$ cat src/rtl/ika2151_bus_master.sv
// ika2151_bus_master: host-side OPM CPU bus initiator.
// Polls busy status, then writes register address and data.
module ika2151_bus_master #(
    parameter int SETUP_CYC    = 2,
    parameter int PULSE_CYC    = 4,
    parameter int HOLD_CYC     = 2,
    parameter int BUSY_TIMEOUT = 1024
) (
    input  logic       i_EMUCLK,
    input  logic       i_RST,
    input  logic       i_REQ_VALID,
    output logic       o_REQ_READY,
    input  logic [7:0] i_REQ_ADDR,
    input  logic [7:0] i_REQ_DATA,
    output logic       o_DONE,
    output logic       o_TIMEOUT,
    output logic       o_ACTIVE,
    output logic [7:0] o_STATUS,
    output logic       o_CS_n,
    output logic       o_RD_n,
    output logic       o_WR_n,
    output logic       o_A0,
    output logic [7:0] o_D,
    output logic       o_D_OE,
    input  logic [7:0] i_D
);

    typedef enum logic [1:0] {S_IDLE, S_POLL, S_ADDR, S_DATA} state_t;
    typedef enum logic [1:0] {P_SETUP, P_STROBE, P_HOLD, P_GAP} phase_t;

    localparam logic [7:0]  SETUP_LAST = 8'(SETUP_CYC - 1);
    localparam logic [7:0]  PULSE_LAST = 8'(PULSE_CYC - 1);
    localparam logic [7:0]  HOLD_LAST  = 8'(HOLD_CYC - 1);
    localparam logic [15:0] TIMEOUT    = 16'(BUSY_TIMEOUT);

    state_t      state_q, state_d;
    phase_t      phase_q, phase_d;
    logic [7:0]  cnt_q, cnt_d;
    logic [15:0] poll_q, poll_d;
    logic [7:0]  status_q, status_d;
    logic [7:0]  addr_q, data_q;
    logic        accept;
    logic        phase_last;
    logic [15:0] poll_inc;
    logic        busy_abort;

    assign accept   = i_REQ_VALID && (state_q == S_IDLE);
    assign poll_inc = (poll_q == 16'hFFFF) ? poll_q : poll_q + 16'd1;
    assign busy_abort = (TIMEOUT != 16'd0) && (poll_inc == TIMEOUT);
    assign o_STATUS = status_q;
    assign o_ACTIVE = (state_q != S_IDLE);

    // Last cycle of the current bus phase.
    always_comb begin
        phase_last = 1'b1;
        case (phase_q)
            P_SETUP:  phase_last = (cnt_q == SETUP_LAST);
            P_STROBE: phase_last = (cnt_q == PULSE_LAST);
            P_HOLD:   phase_last = (cnt_q == HOLD_LAST);
            default:  phase_last = 1'b1;
        endcase
    end

    // Sequencer, phase and poll counter registers.
    always_ff @(posedge i_EMUCLK) begin
        if (i_RST) begin
            state_q  <= S_IDLE;
            phase_q  <= P_SETUP;
            cnt_q    <= 8'd0;
            poll_q   <= 16'd0;
            status_q <= 8'd0;
        end else begin
            state_q  <= state_d;
            phase_q  <= phase_d;
            cnt_q    <= cnt_d;
            poll_q   <= poll_d;
            status_q <= status_d;
        end
    end

    // Request capture on the accepting edge.
    always_ff @(posedge i_EMUCLK) begin
        if (i_RST) begin
            addr_q <= 8'd0;
            data_q <= 8'd0;
        end else if (accept) begin
            addr_q <= i_REQ_ADDR;
            data_q <= i_REQ_DATA;
        end
    end

    // Next-state and bus output decode.
    always_comb begin
        state_d     = state_q;
        phase_d     = phase_q;
        cnt_d       = cnt_q;
        poll_d      = poll_q;
        status_d    = status_q;
        o_REQ_READY = 1'b0;
        o_DONE      = 1'b0;
        o_TIMEOUT   = 1'b0;
        o_CS_n      = 1'b1;
        o_RD_n      = 1'b1;
        o_WR_n      = 1'b1;
        o_A0        = 1'b0;
        o_D         = 8'd0;
        o_D_OE      = 1'b0;
        if (state_q == S_IDLE) begin
            o_REQ_READY = 1'b1;
            if (i_REQ_VALID) begin
                state_d = S_POLL;
                phase_d = P_SETUP;
                cnt_d   = 8'd0;
                poll_d  = 16'd0;
            end
        end else begin
            if (phase_q != P_GAP) begin
                o_CS_n = 1'b0;
                if (state_q != S_POLL) begin
                    o_D_OE = 1'b1;
                    o_A0   = (state_q == S_DATA);
                    o_D    = (state_q == S_DATA) ? data_q : addr_q;
                end
            end
            if (phase_q == P_STROBE) begin
                if (state_q == S_POLL) o_RD_n = 1'b0;
                else                   o_WR_n = 1'b0;
            end
            if (phase_last) begin
                cnt_d = 8'd0;
                case (phase_q)
                    P_SETUP:  phase_d = P_STROBE;
                    P_STROBE: phase_d = P_HOLD;
                    P_HOLD:   phase_d = P_GAP;
                    default:  phase_d = P_SETUP;
                endcase
            end else begin
                cnt_d = cnt_q + 8'd1;
            end
            if (state_q == S_POLL && phase_q == P_STROBE && phase_last)
                status_d = i_D;
            if (phase_q == P_GAP) begin
                case (state_q)
                    S_POLL: begin
                        if (!status_q[7]) begin
                            state_d = S_ADDR;
                        end else begin
                            poll_d = poll_inc;
                            if (busy_abort) begin
                                o_TIMEOUT = 1'b1;
                                state_d   = S_IDLE;
                            end
                        end
                    end
                    S_ADDR: state_d = S_DATA;
                    default: begin
                        o_DONE  = 1'b1;
                        state_d = S_IDLE;
                    end
                endcase
            end
        end
    end

endmodule

$ cat config.mk
export PLATFORM = sky130hd
export DESIGN_NAME = ika2151_bus_master
export DESIGN_NICKNAME = d
export VERILOG_FILES = /design/src/rtl/ika2151_bus_master.sv
export SDC_FILE = /design/constraint.sdc
export NUM_CORES = 1
export LEC_CHECK = 0
export CORE_ASPECT_RATIO = 1.5
export CORE_MARGIN = 4
export CORE_UTILIZATION = 45
export DETAILED_ROUTE_END_ITERATION = 6
export PLACE_DENSITY = 0.7
export SKIP_LAST_GASP = 1
export SLEW_MARGIN = 25
export SYNTH_ARGS = -nofsm -noshare
export SYNTH_HDL_FRONTEND = slang
export SYNTH_SLANG_ARGS = --single-unit
$ cat constraint.sdc
create_clock -name i_EMUCLK -period 3.29 [get_ports i_EMUCLK]
set_input_delay 0.4935 -clock i_EMUCLK [delete_from_list [all_inputs] [get_ports i_EMUCLK]]
set_output_delay 0.4935 -clock i_EMUCLK [all_outputs]
set_load 0.05 [all_outputs]
# --- After elaboration in Yosys (flattened, before gate mapping) ---
# Index checks and enable logic that the tools add are counted.
word_totals:
  register_bits: 52
  inputBits: 27
  output_inout_bits: 25
  wordCells: 87
classes:
  addsub: 2
  eq_ne: 14
  mux: 47
  bitwise_logic: 1
  n_reduce_logical: 16
ops:
  columns: ["cell", "count"]
  rows:
  - ["$mux 16", 6]
  - ["$mux 8", 7]
  - ["$mux 1", 23]
  - ["$add 16x1->16 const B", 1]
  - ["$eq 16x11->1 const B", 1]
  - ["$eq 16x16->1 const B", 1]
  - ["$mux 2", 8]
  - ["$reduce_bool 2->1", 5]
  - ["$add 8x1->8 const B", 1]
  - ["$eq 2x2->1 const B", 4]
  - ["$eq 8x1->1 const B", 1]
  - ["$eq 8x2->1 const B", 1]
  - ["$pmux 2 s3", 1]
  - ["$eq 2x1->1 const B", 2]
  - ["$logic_not 2->1", 2]
  - ["$ne 2x2->1 const B", 2]
  - ["$ne 4x4->1 const B", 1]
  - ["$pmux 2 s2", 1]
  - ["$reduce_and 2->1", 2]
  - ["$reduce_and 4->1", 1]
  - ["$reduce_or 2->1", 2]
  - ["$logic_and 1x1->1", 3]
  - ["$reduce_and 3->1", 1]
  - ["$ne 2x1->1 const B", 1]
  - ["2 further kinds", 2]

# --- Logic depth before layout (Yosys ltp) ---
depth:
  depth_word: 8
  mapped_depth: 10
  ltp_nobuf: 8

# --- Least setup slack after synthesis ---
# OpenSTA, ideal clock, no wires.
synth_path:
  kind: "register -> output"
  from: "register state_q[0]"
  to: "output port o_TIMEOUT"
  t_arrival_ns: 2.502
  required_time_ns: 2.796
  slack_ns: 0.294
  stages_incl_launch_ff: 8
  n_path_buf: 2
  path_cell_list: "dfxtp_1 -> inv_1 -> ha_1 -> clkbuf_1 -> nor2b_1 -> nand3_1 -> clkbuf_1 -> nor2_1"
synth_between:
  elab_chain_cells: 4
  elab_cells_between_ends: 5
  cone_classes: "eq/ne: 1; mux: 3; reduce/logical: 1"
synth_lines:
  columns: ["item", "line_no", "text"]
  rows:
  - ["from (decl)", "36", "state_t state_q, state_d;"]
  - ["from (signal assigned)", "73", "state_q <= state_d;"]
  - ["$eq 2x1->1", "143", "case (state_q)"]
  - ["$mux 1", "143", null]
  - ["$mux 1", "142", "if (phase_q == P_GAP) begin"]
  - ["$mux 1 *", "108", "if (state_q == S_IDLE) begin"]
  - ["to (decl)", "16", "output logic o_TIMEOUT,"]
# Every way passes the cells marked *; elsewhere a longest branch is shown, timed or not.

# --- Worst setup path in the final report ---
layout_path:
  from: "register state_q[0]"
  to: "output port o_D_OE"
layout_between:
  elab_chain_cells: 4
  elab_cells_between_ends: 5
  cone_classes: "eq/ne: 1; mux: 3; reduce/logical: 1"
layout_lines:
  columns: ["item", "line_no", "text"]
  rows:
  - ["$ne 2x1->1", "119", "if (state_q != S_POLL) begin"]
  - ["$mux 1", "119", null]
  - ["$mux 1", "117", "if (phase_q != P_GAP) begin"]
  - ["$mux 1 *", "108", null]
  - ["to (decl)", "24", "output logic o_D_OE,"]
# Marked as above.

==> key figures <==
Run status
  – Status: finished clean

Floorplan
  – Vert. Die Dim: ~110 um
  – Initial Util: 45.9%
  – Rows: 36
  – Core Footprint: about 0.0065 mm^2
  – Die area: around 0.008 mm^2
  – Ports: 52
  – Chip width: roughly 74 um

STA
  – Total Neg Setup Slack: 0 ps
  – Measured slew at the worst slew-check pin: 619 ps
  – Relative slew slack: approximately 60%
  – Setup violators final: 0
  – Setup WS post-layout: 177 ps
  – RSZ-0062 raised after global routing: false
  – Crit share post-route: 94.6%
  – Fmax: 321 MHz
  – Tmin final: between 3000 and 4000 ps
  – Endpoints failing hold: 0
  – Final Max Slew Viols: 0
  – Clk_skew: approximately 8.7 ps

Pwr
  – Part of the power in combinational logic: 13.0%
  – Switching Share: 25.9%
  – Share of power burned in registers: 50.5%
  – Clock power share: between 30 and 40%
  – Pwr Density: around 360 mW/mm^2
  – Internal power: a little under 1000 uW
  – Psw: 336 uW
  – Leak Pwr: 0.00142 uW
  – Maximum VDD drop: ~0.22 mV

Clocking
  – CTS Hold Bufs: 0
  – Longest Clk Path Bufs: 2
  – CTS Root Cell: clkbuf_8
  – Number of CTS-inserted buffers: 5
  – Clock Sinks: 52
  – Clk Latency, worst-skew pair: approximately 310 ps
  – CTS H-Tree Depth: 2
  – TritonCTS clock tree: yes
  – Clock slew seen by the registers of the worst setup and hold paths: approximately 90 ps

Routing
  – Final WL: 7.35 mm
  – Drt wl/cell: 14.9 um
  – DRC: 0
  – Antenna viol nets, final: 0
  – DRT Pass-1 Iters: 4
  – Initial DRC Count: 138
  – Vias: 2832
  – Via-to-Cell Ratio: 5.73

GRT
  – Number of global-route vias before repair: between 2000 and 3000
  – Largest net degree at the start of global routing: 33
  – Initial antenna violation count: 0
  – GRT overflow: 0
  – First-pass GRT wire length: 12.3 mm
  – GR Util met1: 22.3%
  – Total track usage: a little under a fifth
  – Grt met3 use: 2.80%
  – GRT met2 Usage: 33.8%
  – Grt peak-use layer: met2

Synth
  – Asr flop ratio synth: 0%
  – Register area share after synthesis: 34.9%
  – Synth Net Count: about 420
  – Post-Syn Area: 0.00298 mm^2
  – Syn Inst Count: between 300 and 400
  – Flops & latches, synth: between 50 and 60
  – Syn avg cell area: about 8 um^2
  – Post-synth EDFFs: 0
  – Ys Warns: 0
  – Top_reg_cell synth: dfxtp_1
  – Yosys cell types: 53

Critical path
  – Reg2Reg Depth: 9
  – Launching element type of the critical path: flop
  – Critical path required time: 2800 ps
  – Worst setup startpoint: state_q[0]
  – RR Endpoint: poll_q[1]
  – Critical path type: reg2out
  – Crit path to: o_D_OE
  – Reg2reg start: state_q[0]
  – R2R Setup Slk: 820 ps
  – CP endpoint kind: output port
  – Critical path data arrival time: 2620 ps
  – Worst-path maximum fanout: 11

Worst hold path
  – Hold WC Path Type: reg2reg

Final layout
  – Final #Nets: 457
  – P&R area growth vs syn: 22.1%
  – # diodes: 0
  – Commonest non-fill, non-tap cell in the layout: nand2_1
  – Most frequent cells in the layout: nand2_1 (55), dfxtp_1 (52), nor2_1 (43), clkdlybuf4s50_1 (41), a21oi_1 (38)
  – Share of cells above drive strength 1: 6.70%
  – # fillers: 622

Placement
  – Place WS: ~420 ps
  – Global placer's final weighted congestion: 0.914
  – PortBufs: 51
  – Post-DP HPWL: roughly 5.4 mm

Run
  – Max-Cap Viols: 0
-- how the worst min path moves through the flow --
stage,start,depth (start not counted),to
2_1_floorplan,addr_q[0],2,addr_q[0]
3_3_place_gp,addr_q[7],2,addr_q[7]
3_5_place_dp,data_q[3],2,data_q[3]
4_1_cts,data_q[3],2,data_q[3]
5_1_grt,data_q[5],2,data_q[5]
6_report,data_q[3],2,data_q[3]
-- layout make-up --
type                            instances  area (um^2)  area share, %
Timing Repair Buffer                   56          573           15.7
Tap cell                               76         95.1           2.61
Clock inverter                          2         38.8           1.07
Sequential cell                        52         1040           28.6
Inverter                               12         45.0           1.24
Clock buffer                            6         82.6           2.27
Multi-Input combinational cell        290         1760           48.5
-- sequential cells by signal, indices dropped and copies added, names as in the netlist --
name / count
cnt_q: 8
addr_q: 8
phase_q: 2
o_STATUS: 8
state_q: 2
data_q: 8
poll_q: 16
-- cell usage after synthesis (4+ instances only) --
cell type  count  area (um^2)
o21ai_0       17         85.1
or3_1          6         37.5
clkbuf_1      12         45.0
and3_1        10         62.6
ha_1          13          163
inv_1         12         45.0
mux2i_1       18          180
nand4_1        4         25.0
dfxtp_1       52         1040
nor3_1        11         55.1
nor2_1        43          161
nand2_1       55          206
buf_6          5         56.3
nor4_1         9         56.3
nand3b_1       6         45.0
nand3_1        9         45.0
a311oi_1       4         35.0
a21oi_1       38          190
-- logic make-up (layout without fill, tap and decap cells) --
family / Yosys count / after routing / synth area share [%]
xor+xnor: 1 / 1 / 0.294
simple gates: 174 / 174 / 30.1
mux: 18 / 18 / 6.05
fa+ha+maj: 13 / 13 / 5.46
flops: 52 / 52 / 34.9
buf+inv: 34 / 76 / 6.13
compound gates: 84 / 84 / 17.1
-- worst max-delay path, cell delays in order (launching register included) --
cell,delay (ps)
dfxtp_1,470
inv_1,130
ha_1,320
or3_1,490
inv_1,100
clkdlybuf4s50_1,800
-- metal layers --
layer  wire length, um  part of all wire, %  vias up
met5                 0                    0        -
met2              3870                   53       80
met4               178                  2.4        0
li1                  -                    -     1426
met3               309                  4.2       17
met1              2990                   41     1309
-- repair_timing --
action | 4_1_cts | 5_1_grt
resized for setup | 0 | 9
setup buffers | 0 | 0
endpoints found under the setup margin | 0 | 9
-- through the flow --
| stage | hold slack, ps | total power (uW) | util [%] | cell area (um^2) | instances |
|---|---|---|---|---|---|
| floorplan | 436 | 769 | - | 2980 | 376 |
| global placement | 443 | 836 | 53.8 | 3490 | 486 |
| detailed placement | 447 | 839 | 53.8 | 3490 | 486 |
| CTS | 459 | 1310 | 55.7 | 3610 | 494 |
| global route | 477 | 1350 | 56.1 | 3640 | 494 |
| finish | 461 | 1300 | 56.1 | 3640 | 494 |
-- power groups by stage --
| stage | Combinational [uW] | Clock [uW] | Sequential, uW |
|---|---|---|---|
| floorplan | 102 | 0 | 667 |
| global placement | 168 | 0 | 668 |
| detailed placement | 169 | 0 | 670 |
| CTS | 170 | 485 | 655 |
| global route | 184 | 510 | 657 |
| finish | 169 | 472 | 655 |
(Power assumes the default switching activity.)
